$ cat config.mk
export PLATFORM = sky130hd
export DESIGN_NAME = riscv_run_ctrl
export DESIGN_NICKNAME = d
export VERILOG_FILES = /design/src/rtl/riscv_run_pkg.sv /design/src/rtl/run_counter.sv /design/src/rtl/riscv_run_ctrl.sv
export SDC_FILE = /design/constraint.sdc
export NUM_CORES = 1
export LEC_CHECK = 0
export ABC_AREA = 1
export CORE_MARGIN = 5
export CORE_UTILIZATION = 50
export CTS_CLUSTER_DIAMETER = 120
export CTS_CLUSTER_SIZE = 30
export DETAILED_ROUTE_END_ITERATION = 8
export PLACE_DENSITY = 0.81
export SLEW_MARGIN = 20
export SYNTH_ARGS = -nofsm -noshare
export SYNTH_HDL_FRONTEND = slang
export SYNTH_SLANG_ARGS = --single-unit
$ cat constraint.sdc
create_clock -name clk -period 3.5 [get_ports clk]
set_input_delay 0.7 -clock clk [delete_from_list [all_inputs] [get_ports clk]]
set_output_delay 0.7 -clock clk [all_outputs]
set_load 0.02 [all_outputs]
$ cat src/rtl/riscv_run_pkg.sv
// -----------------------------------------------------------------------------
// riscv_run_pkg
// Shared definitions for the RISC-V run controller:
//   - run_state_e : controller FSM state encoding
//   - calc_cw     : width of a counter that must hold values 0..max_val
//   - calc_aw     : width of a register-file address for n registers
// -----------------------------------------------------------------------------
package riscv_run_pkg;

    typedef enum logic [1:0] {
        ST_IDLE  = 2'd0,
        ST_RESET = 2'd1,
        ST_RUN   = 2'd2,
        ST_DONE  = 2'd3
    } run_state_e;

    // Counter width able to represent 0..max_val inclusive (never below 1 bit).
    function automatic int calc_cw(input int max_val);
        int w;
        w = $clog2(max_val + 1);
        if (w < 1) begin
            w = 1;
        end else begin
            w = w;
        end
        return w;
    endfunction

    // Address width for a register file of n entries (never below 1 bit).
    function automatic int calc_aw(input int n);
        int w;
        w = $clog2(n);
        if (w < 1) begin
            w = 1;
        end else begin
            w = w;
        end
        return w;
    endfunction

endpackage

$ cat src/rtl/run_counter.sv
// -----------------------------------------------------------------------------
// run_counter
// Up-counter with synchronous clear, count enable and saturation at MaxVal.
// Priority: rst > clr > en.  Once at MaxVal the count holds (no wrap).
// Ports:
//   clk  in  1   clock
//   rst  in  1   synchronous active-high reset (count -> 0)
//   clr  in  1   synchronous clear (count -> 0)
//   en   in  1   increment this cycle (ignored when saturated)
//   cnt  out W   registered count
// -----------------------------------------------------------------------------
module run_counter #(
    parameter int W      = 4,
    parameter int MaxVal = 15
) (
    input  logic         clk,
    input  logic         rst,
    input  logic         clr,
    input  logic         en,
    output logic [W-1:0] cnt
);

    localparam logic [W-1:0] MAX_V  = W'(MaxVal);
    localparam logic [W-1:0] ONE_V  = W'(1);
    localparam logic [W-1:0] ZERO_V = W'(0);

    logic [W-1:0] cnt_q;
    logic [W-1:0] cnt_d;

    // Next-count selection: clear, saturating increment, or hold.
    always_comb begin
        cnt_d = cnt_q;
        if (clr) begin
            cnt_d = ZERO_V;
        end else if (en && (cnt_q != MAX_V)) begin
            cnt_d = cnt_q + ONE_V;
        end else begin
            cnt_d = cnt_q;
        end
    end

    // Count register with synchronous reset.
    always_ff @(posedge clk) begin
        if (rst) begin
            cnt_q <= ZERO_V;
        end else begin
            cnt_q <= cnt_d;
        end
    end

    assign cnt = cnt_q;

endmodule

$ cat src/rtl/riscv_run_ctrl.sv
// -----------------------------------------------------------------------------
// riscv_run_ctrl
// Run controller placed above a RISC-V core: holds the core in reset, releases
// it for a bounded run, counts retirements, shadows one architectural register
// from the write-back port and reports pass/timeout when the run ends.
//
// Parameters:
//   Bits       write-back data width
//   N          register count (address width AW = calc_aw(N))
//   NumInst    retirements that complete a run
//   RstCycles  core reset pulse length in cycles (>= 1)
//   MaxCycles  run-phase cycle budget (>= 1), CW = calc_cw(MaxCycles)
//   ChkReg     register whose final value is compared (1..N-1)
//
// Ports:
//   clk, rst            clock, synchronous active-high reset
//   start               begin/restart a run (accepted in IDLE and DONE only)
//   exp_data            expected final ChkReg value, sampled at completion
//   retire              one instruction retired this cycle
//   wb_en/addr/data     core register write-back
//   core_rst            reset to the core (high except during RUN)
//   busy, done          run in progress / run finished
//   pass, timeout       run result flags (valid while done)
//   cycle_cnt           run cycles elapsed (saturates at MaxCycles)
//   retired_cnt         retirements counted (saturates at NumInst)
// -----------------------------------------------------------------------------
module riscv_run_ctrl
    import riscv_run_pkg::*;
#(
    parameter int  Bits      = 64,
    parameter int  N         = 32,
    parameter int  NumInst   = 6,
    parameter int  RstCycles = 2,
    parameter int  MaxCycles = 20,
    parameter int  ChkReg    = 5,
    localparam int AW        = calc_aw(N),
    localparam int CW        = calc_cw(MaxCycles),
    localparam int RW        = calc_cw(NumInst)
) (
    input  logic            clk,
    input  logic            rst,
    input  logic            start,
    input  logic [Bits-1:0] exp_data,
    input  logic            retire,
    input  logic            wb_en,
    input  logic [AW-1:0]   wb_addr,
    input  logic [Bits-1:0] wb_data,
    output logic            core_rst,
    output logic            busy,
    output logic            done,
    output logic            pass,
    output logic            timeout,
    output logic [CW-1:0]   cycle_cnt,
    output logic [RW-1:0]   retired_cnt
);

    localparam int PW = calc_cw(RstCycles);

    // Compare points are one below the terminal value: the transition edge is
    // the same edge that increments the counter onto its terminal value.
    localparam logic [CW-1:0] CYC_LAST = CW'(MaxCycles - 1);
    localparam logic [RW-1:0] RET_LAST = RW'(NumInst - 1);
    localparam logic [PW-1:0] RST_LAST = PW'(RstCycles - 1);
    localparam logic [AW-1:0] CHK_ADDR = AW'(ChkReg);

    run_state_e      state_q,    state_d;
    logic            core_rst_q, core_rst_d;
    logic            busy_q,     busy_d;
    logic            done_q,     done_d;
    logic            pass_q,     pass_d;
    logic            timeout_q,  timeout_d;
    logic [Bits-1:0] shadow_q,   shadow_d;

    logic            cnt_clr_s;
    logic            cyc_en_s;
    logic            ret_en_s;
    logic            rst_en_s;
    logic            complete_s;
    logic            budget_out_s;

    logic [CW-1:0]   cyc_cnt_q;
    logic [RW-1:0]   ret_cnt_q;
    logic [PW-1:0]   rst_cnt_q;

    // Run-phase cycle counter.
    run_counter #(.W(CW), .MaxVal(MaxCycles)) u_cyc_cnt (
        .clk (clk),
        .rst (rst),
        .clr (cnt_clr_s),
        .en  (cyc_en_s),
        .cnt (cyc_cnt_q)
    );

    // Retirement counter.
    run_counter #(.W(RW), .MaxVal(NumInst)) u_ret_cnt (
        .clk (clk),
        .rst (rst),
        .clr (cnt_clr_s),
        .en  (ret_en_s),
        .cnt (ret_cnt_q)
    );

    // Cycles spent in the core-reset phase.
    run_counter #(.W(PW), .MaxVal(RstCycles)) u_rst_cnt (
        .clk (clk),
        .rst (rst),
        .clr (cnt_clr_s),
        .en  (rst_en_s),
        .cnt (rst_cnt_q)
    );

    // FSM next-state, next-output, counter control and shadow-register update.
    always_comb begin
        state_d      = state_q;
        core_rst_d   = core_rst_q;
        busy_d       = busy_q;
        done_d       = done_q;
        pass_d       = pass_q;
        timeout_d    = timeout_q;
        shadow_d     = shadow_q;
        cnt_clr_s    = 1'b0;
        cyc_en_s     = 1'b0;
        ret_en_s     = 1'b0;
        rst_en_s     = 1'b0;
        complete_s   = 1'b0;
        budget_out_s = 1'b0;

        case (state_q)
            ST_IDLE, ST_DONE: begin
                if (start) begin
                    state_d    = ST_RESET;
                    core_rst_d = 1'b1;
                    busy_d     = 1'b1;
                    done_d     = 1'b0;
                    pass_d     = 1'b0;
                    timeout_d  = 1'b0;
                    shadow_d   = {Bits{1'b0}};
                    cnt_clr_s  = 1'b1;
                end else begin
                    state_d = state_q;
                end
            end

            ST_RESET: begin
                // retire/wb_* are deliberately not looked at here.
                rst_en_s = 1'b1;
                if (rst_cnt_q == RST_LAST) begin
                    state_d    = ST_RUN;
                    core_rst_d = 1'b0;
                end else begin
                    state_d = ST_RESET;
                end
            end

            ST_RUN: begin
                cyc_en_s = 1'b1;
                ret_en_s = retire;

                // x0 can never match because ChkReg is at least 1.
                if (wb_en && (wb_addr == CHK_ADDR)) begin
                    shadow_d = wb_data;
                end else begin
                    shadow_d = shadow_q;
                end

                complete_s   = retire && (ret_cnt_q == RET_LAST);
                budget_out_s = (cyc_cnt_q == CYC_LAST);

                // Completion is checked first so it wins a tie with the budget.
                if (complete_s) begin
                    state_d    = ST_DONE;
                    core_rst_d = 1'b1;
                    busy_d     = 1'b0;
                    done_d     = 1'b1;
                    pass_d     = (shadow_d == exp_data);
                    timeout_d  = 1'b0;
                end else if (budget_out_s) begin
                    state_d    = ST_DONE;
                    core_rst_d = 1'b1;
                    busy_d     = 1'b0;
                    done_d     = 1'b1;
                    pass_d     = 1'b0;
                    timeout_d  = 1'b1;
                end else begin
                    state_d = ST_RUN;
                end
            end

            default: begin
                // Unreachable encoding: fall back to the safe idle condition.
                state_d    = ST_IDLE;
                core_rst_d = 1'b1;
                busy_d     = 1'b0;
                done_d     = 1'b0;
                pass_d     = 1'b0;
                timeout_d  = 1'b0;
                shadow_d   = {Bits{1'b0}};
                cnt_clr_s  = 1'b1;
            end
        endcase
    end

    // FSM state, registered outputs and shadow register.
    always_ff @(posedge clk) begin
        if (rst) begin
            state_q    <= ST_IDLE;
            core_rst_q <= 1'b1;
            busy_q     <= 1'b0;
            done_q     <= 1'b0;
            pass_q     <= 1'b0;
            timeout_q  <= 1'b0;
            shadow_q   <= {Bits{1'b0}};
        end else begin
            state_q    <= state_d;
            core_rst_q <= core_rst_d;
            busy_q     <= busy_d;
            done_q     <= done_d;
            pass_q     <= pass_d;
            timeout_q  <= timeout_d;
            shadow_q   <= shadow_d;
        end
    end

    assign core_rst    = core_rst_q;
    assign busy        = busy_q;
    assign done        = done_q;
    assign pass        = pass_q;
    assign timeout     = timeout_q;
    assign cycle_cnt   = cyc_cnt_q;
    assign retired_cnt = ret_cnt_q;

endmodule

Yosys cells after proc, flatten, opt, wreduce, memory -nomap -nowiden
Index checks and enable logic that the tools add are counted.
- register bits: 81
- bits of input ports: 138
- add/subtract/negate cells: 3
- eq/ne operators: 14
- multiplexer cells: 28
- reductions and logical operators: 12
- operators with widths (operator ; count):
    $mux 64 ; 3
    $pmux 64 s2 ; 1
    $eq 64x64->1 ; 1
    $mux 1 ; 16
    $pmux 1 s2 ; 4
    $ne 2x2->1 const B ; 3
    $ne 3x3->1 const B ; 2
    $pmux 2 s3 ; 1
    $reduce_and 3->1 ; 2
    $add 5x1->5 const B ; 1
    $eq 5x3->1 const B ; 1
    $eq 5x5->1 const B ; 1
    $logic_and 1x1->1 ; 5
    $ne 5x5->1 const B ; 1
    $eq 2x1->1 const B ; 2
    $eq 2x2->1 const B ; 2
    $mux 2 ; 2
    $reduce_or 2->1 ; 2
    $add 3x1->3 const B ; 1
    $eq 3x3->1 const B ; 1
    $pmux 1 s3 ; 1
    $add 2x1->2 const B ; 1
    $logic_not 2->1 ; 1
    $reduce_and 2->1 ; 1
    $reduce_bool 2->1 ; 1

Depth between registers and ports, before layout
- depth after elaboration: 7
- depth in mapped cells: 16
- gate-level depth less buffers: 15

By module
Synthesis repeated with hierarchy kept, for this count alone.
- cell total of the unflattened synthesis: 994
- area, all modules: 5674.2 um2
- modules (own cells, without submodules) (module ; times used ; cells each ; area an instance (um2) ; seq. area each (um2)):
    riscv_run_ctrl ; 1 ; 911 ; 5119.9 ; 1421.4
    run_counter at u_cyc_cnt ; 1 ; 45 ; 291.5 ; 100.1
    run_counter at u_ret_cnt ; 1 ; 24 ; 161.4 ; 60.1
    run_counter at u_rst_cnt ; 1 ; 14 ; 101.3 ; 40.0

Worst setup path before layout
Ideal clock, no wire load.
- path type: input port to flip-flop
- start point: input port wb_addr[3]
- end point: register pass_q (netlist: pass)
- arrival: 1.973 ns
- required time: 3.430 ns
- slack: 1.456 ns
- stages on the path: 15
- cell sequence: nor2_4 nand3_2 buf_6 buf_2 nand2_1 nand2_1 nand2_1 nand2_1 nor2_1 nand2_1 nor2_1 nand3_1 nor2_1 nand2_1 a21oi_1
- cells in the longest elaborated chain, start to end: 7
- RTL lines (item ; line ; source):
    start, declared ; riscv_run_ctrl.sv:46 ; input logic [AW-1:0] wb_addr,
    $eq 5x3->1 ; riscv_run_ctrl.sv:160 ; if (wb_en && (wb_addr == CHK_ADDR)) begin
    $logic_and 1x1->1 ; riscv_run_ctrl.sv:160 ;
    $mux 64 ; riscv_run_ctrl.sv:160 ;
    $mux 64 ; riscv_run_ctrl.sv:128 ; case (state_q)
    $eq 64x64->1 ; riscv_run_ctrl.sv:175 ; pass_d = (shadow_d == exp_data);
    $mux 1 ; riscv_run_ctrl.sv:170 ; if (complete_s) begin
    $pmux 1 s2 ; riscv_run_ctrl.sv:128 ;
    end signal, assigned ; riscv_run_ctrl.sv:218 ; pass_q <= pass_d;
    end, declared ; riscv_run_ctrl.sv:70 ; logic pass_q, pass_d;
Every way passes these cells. The select of a mux whose other input is x is not followed.
A chain may end at the register's enable or synchronous reset.

Worst setup path in the final report
- start point: input port wb_addr[0]
- end point: register pass_q (netlist: pass)
Same word-level chain as after synthesis.

==> impl_metrics.toml <==
[sta]
final.setup.worst_slack_ns = 0.8368
clock.fmax_ghz = 0.3755
finalSetupViolCount = 0
fin_skew_ns = 0.01659
min_period_ns = 2.663
grt_setup_unrepaired = "no"
relSlewSlack_pct = 58.88
finalCritPeriodShare_pct = 76.09
worst_slew_pin_slew_ns = 0.6168
finalSetupTns_ns = 0
hold_viol_final = 0
final_max_slew_viol_count = 0

[global_routing]
grt_util_met3_pct = 5.901
grt_pass1_wl_mm = 24.38
top_usage_layer = "met2"
grt_use_total_pct = 22.55
grt_max_degree = 53
grt_overflow = 0
grt_use_met1_pct = 28.88
grt_pass1_vias = 5412
use_met2_pct = 37.74
antenna_found_initial = 0

[clock_tree]
cts.repair.resized = 0
cts_tree = "built"
clockBufferDepth = 2
htreeDepth = 3
worstSkewPairLatency_ns = 0.38
clock-sinks = 81
cts_setup_buffers = 0
hold_buffers = 0
cts-root-buf = "clkbuf_8"
clk_pin_slew_ns = 0.09
cts_buffers = 9

[power_and_ir_drop]
clkPwrFrac_pct = 34.8
leakagePower_nw = 3.286
ir_drop_mv = 0.2249
finalPower_w = 0.002029
pwr-share-seq_pct = 46.0
combinationalPowerShare_pct = 19.2
p_per_area_nw_per_um2 = 273.8
p_sw_share_pct = 26.88
p_int_w = 0.001484
power.switching_w = 0.0005454

[setup_path]
timing.rr.start = "state_q[0]"
critical_path.top_delay_family = "simple AND/OR/NAND/NOR gates"
critical_path_class = "in -> reg"
timing.rr.end = "pass"
cp-end-kind = "flop"
slowest_delay_ns = 0.47
crit_top_cell = "nand2_1"
cp.arrival_ns = 2.98
path_buf_inv = 3
worst-path-stages = 16
cp_max_fo = 36
start_kind = "input pin"
cp-endpoint = "pass"
crit_path_top_delay_cell = "clkdlybuf4s50_1"
crit_chain = "clkdlybuf4s50_1 -> inv_1 -> nor2_1 -> nand3_4 -> buf_12 -> nand2_1 -> o21ai_0 -> nand2_1 -> nand2_1 -> nor2_1 -> nand2_1 -> nor2_1 -> nand2_1 -> nor2_1 -> nand2_1 -> a21oi_1"
worstRegToRegCells = 14
reg2reg_slack_ns = 1.39
critical_path.startpoint = "wb_addr[0]"
crit_required_ns = 3.82

[placement]
dp.cells = 1221
io_buffer_count = 150
pre_cts_ws_ns = 0.4373
dp_hpwl_mm = 11.08
place_congestion = 0.8110

[hold_path]
hold_depth = 2
hold_path.class = "reg -> reg"

[floorplan]
fp.dieW_um = 115.8
row_count = 38
pin_count = 151
die_area_sq_um = 13410
initial_core_util_pct = 51.39
core_sq_um = 10890
die_h_um = 115.8

[drt]
drc = 0
firstDrtPassIters = 5
ant_nets = 0
routed_wl_mm = 15.24
routedWlPerCell_um = 12.32
dr_total_vias = 6168
drt-initial-drc-count = 353
vias_per_cell = 4.986

[yosys]
synth_top_cell_area_share_pct = 28.98
synth_area_leaders = "dfxtp_1 (29%), nand2_1 (22%), inv_1 (11%), nand3_1 (8.6%), nand3b_1 (7.0%)"
synthesis.instances = 961
synth_area_leader_cell = "dfxtp_1"
syn_avg_cell_area_sq_um = 5.822
netlist_area_sq_um = 5595
yosysSeqAreaShare_pct = 28.98
yosysUniqueCellTypes = 28
ys_ff_latch = 81
synth_nets = 1108
synth_warnings = 0

[finish]
area_delta_synth_final_pct = 32.49
instances_no_fill = 1237
multi_input_area_sq_um = 3211
drive_gt1_share_pct = 2.826
nets = 1239
antennaDiodeCount = 0
ff_latch_area_sq_um = 1622
nFillCells = 1031

[status]
status = "completed"

[flow_run]
cap_viol_max_count = 0
==> cell type report <==
cell class              count  area share (%)
repair buffers            159           21.43
inverters                 165           8.354
clock inverters             4          0.7089
clock buffers              12           1.958
flip-flops and latches     81           21.87
multi-input cells         676           43.31
well taps                 140           2.363
==> worst reg2reg max path: stages, from the launching register on <==
cell and delay, ns:
dfxtp_1 0.35, inv_1 0.06, ha_1 0.32, inv_1 0.16, nor2_1 0.12, nor2_4 0.10
inv_1 0.04, buf_4 0.19, nor2_1 0.17, nand3_1 0.12, nor2_1 0.11, nand3_1 0.07
nor2_1 0.09, nand2_1 0.05, a21oi_1 0.11
==> how the worst min path moves through the flow <==
stage	from	endpoint	slack, ns
finish	shadow_q[29]	shadow_q[29]	0.47
global route	shadow_q[8]	shadow_q[8]	0.48
CTS	shadow_q[2]	shadow_q[2]	0.47
detailed placement	shadow_q[8]	shadow_q[8]	0.46
global placement	shadow_q[3]	shadow_q[3]	0.45
floorplan	shadow_q[0]	shadow_q[0]	0.45
==> per-stage QoR <==
stage	hold WS, ns	cell area (sq um)	utilization (%)
detailed placement	0.4552	7216	66.27
global route	0.4794	7413	68.09
global placement	0.4515	7216	66.27
finish	0.4673	7413	68.09
floorplan	0.4453	5595	-
CTS	0.4676	7413	68.09
==> synth_stat cells <==
cell and number:
inv_1 164, o21ai_2 1, inv_2 1, a31oi_1 1, buf_1 4, nand3b_1 52, nor2_4 1, dfxtp_1 81
buf_2 13, nor3_1 2, nor2_2 1, nand3_2 1, buf_6 1, o22ai_1 11, o21ai_1 11, o21ai_0 15
o21a_1 2, ha_1 9, o211ai_1 9, nand3_1 96, xor2_1 5, xnor2_1 2, nand4_1 1, a211oi_1 2
nand2_1 330, nor2_1 60, a21oi_1 64, clkbuf_1 21
==> state kept, by name, summed over array words and instances, names as in the netlist <==
register and cells:
u_ret_cnt.cnt 3, core_rst 1, state_q 2, busy 1
u_cyc_cnt.cnt 5, u_rst_cnt.cnt 2, timeout 1, done 1
shadow_q 64, pass 1
==> per-layer routing <==
| layer | wire length [um] | vias to the layer above |
|---|---|---|
| met2 | 7183 | 185 |
| met3 | 1122 | 20 |
| met5 | 0 | - |
| met1 | 6678 | 2698 |
| met4 | 256 | 0 |
| li1 | - | 3265 |
==> power groups by stage <==
stage | clock network [W] | logic [W] | registers (W)
detailed placement | 0 | 0.000389 | 0.000956
global placement | 0 | 0.000387 | 0.000956
CTS | 0.000723 | 0.000392 | 0.000935
global route | 0.000765 | 0.000430 | 0.000936
finish | 0.000706 | 0.000389 | 0.000934
floorplan | 0 | 0.000166 | 0.000960
==> logic make-up after synthesis <==
group | after synthesis | synth area share (%)
simple gates | 544 | 42.51
buf+inv | 204 | 14.11
compound gates | 116 | 11.29
flops | 81 | 28.98
fa+ha+maj | 9 | 2.013
xor+xnor | 7 | 1.096
==> layout by cell type, fill, tap and decap left out, types with 3 or more instances in the layout <==
| master | n |
|---|---|
| a21oi_1 | 63 |
| buf_4 | 7 |
| clkbuf_8 | 10 |
| clkdlybuf4s50_1 | 149 |
| clkinvlp_4 | 3 |
| dfxtp_1 | 81 |
| ha_1 | 9 |
| inv_1 | 164 |
| nand2_1 | 330 |
| nand3_1 | 96 |
| nand3b_1 | 52 |
| nor2_1 | 59 |
| o211ai_1 | 9 |
| o21ai_0 | 15 |
| o21ai_1 | 11 |
| o22ai_1 | 11 |
| xor2_1 | 5 |
(Power assumes the default switching activity.)
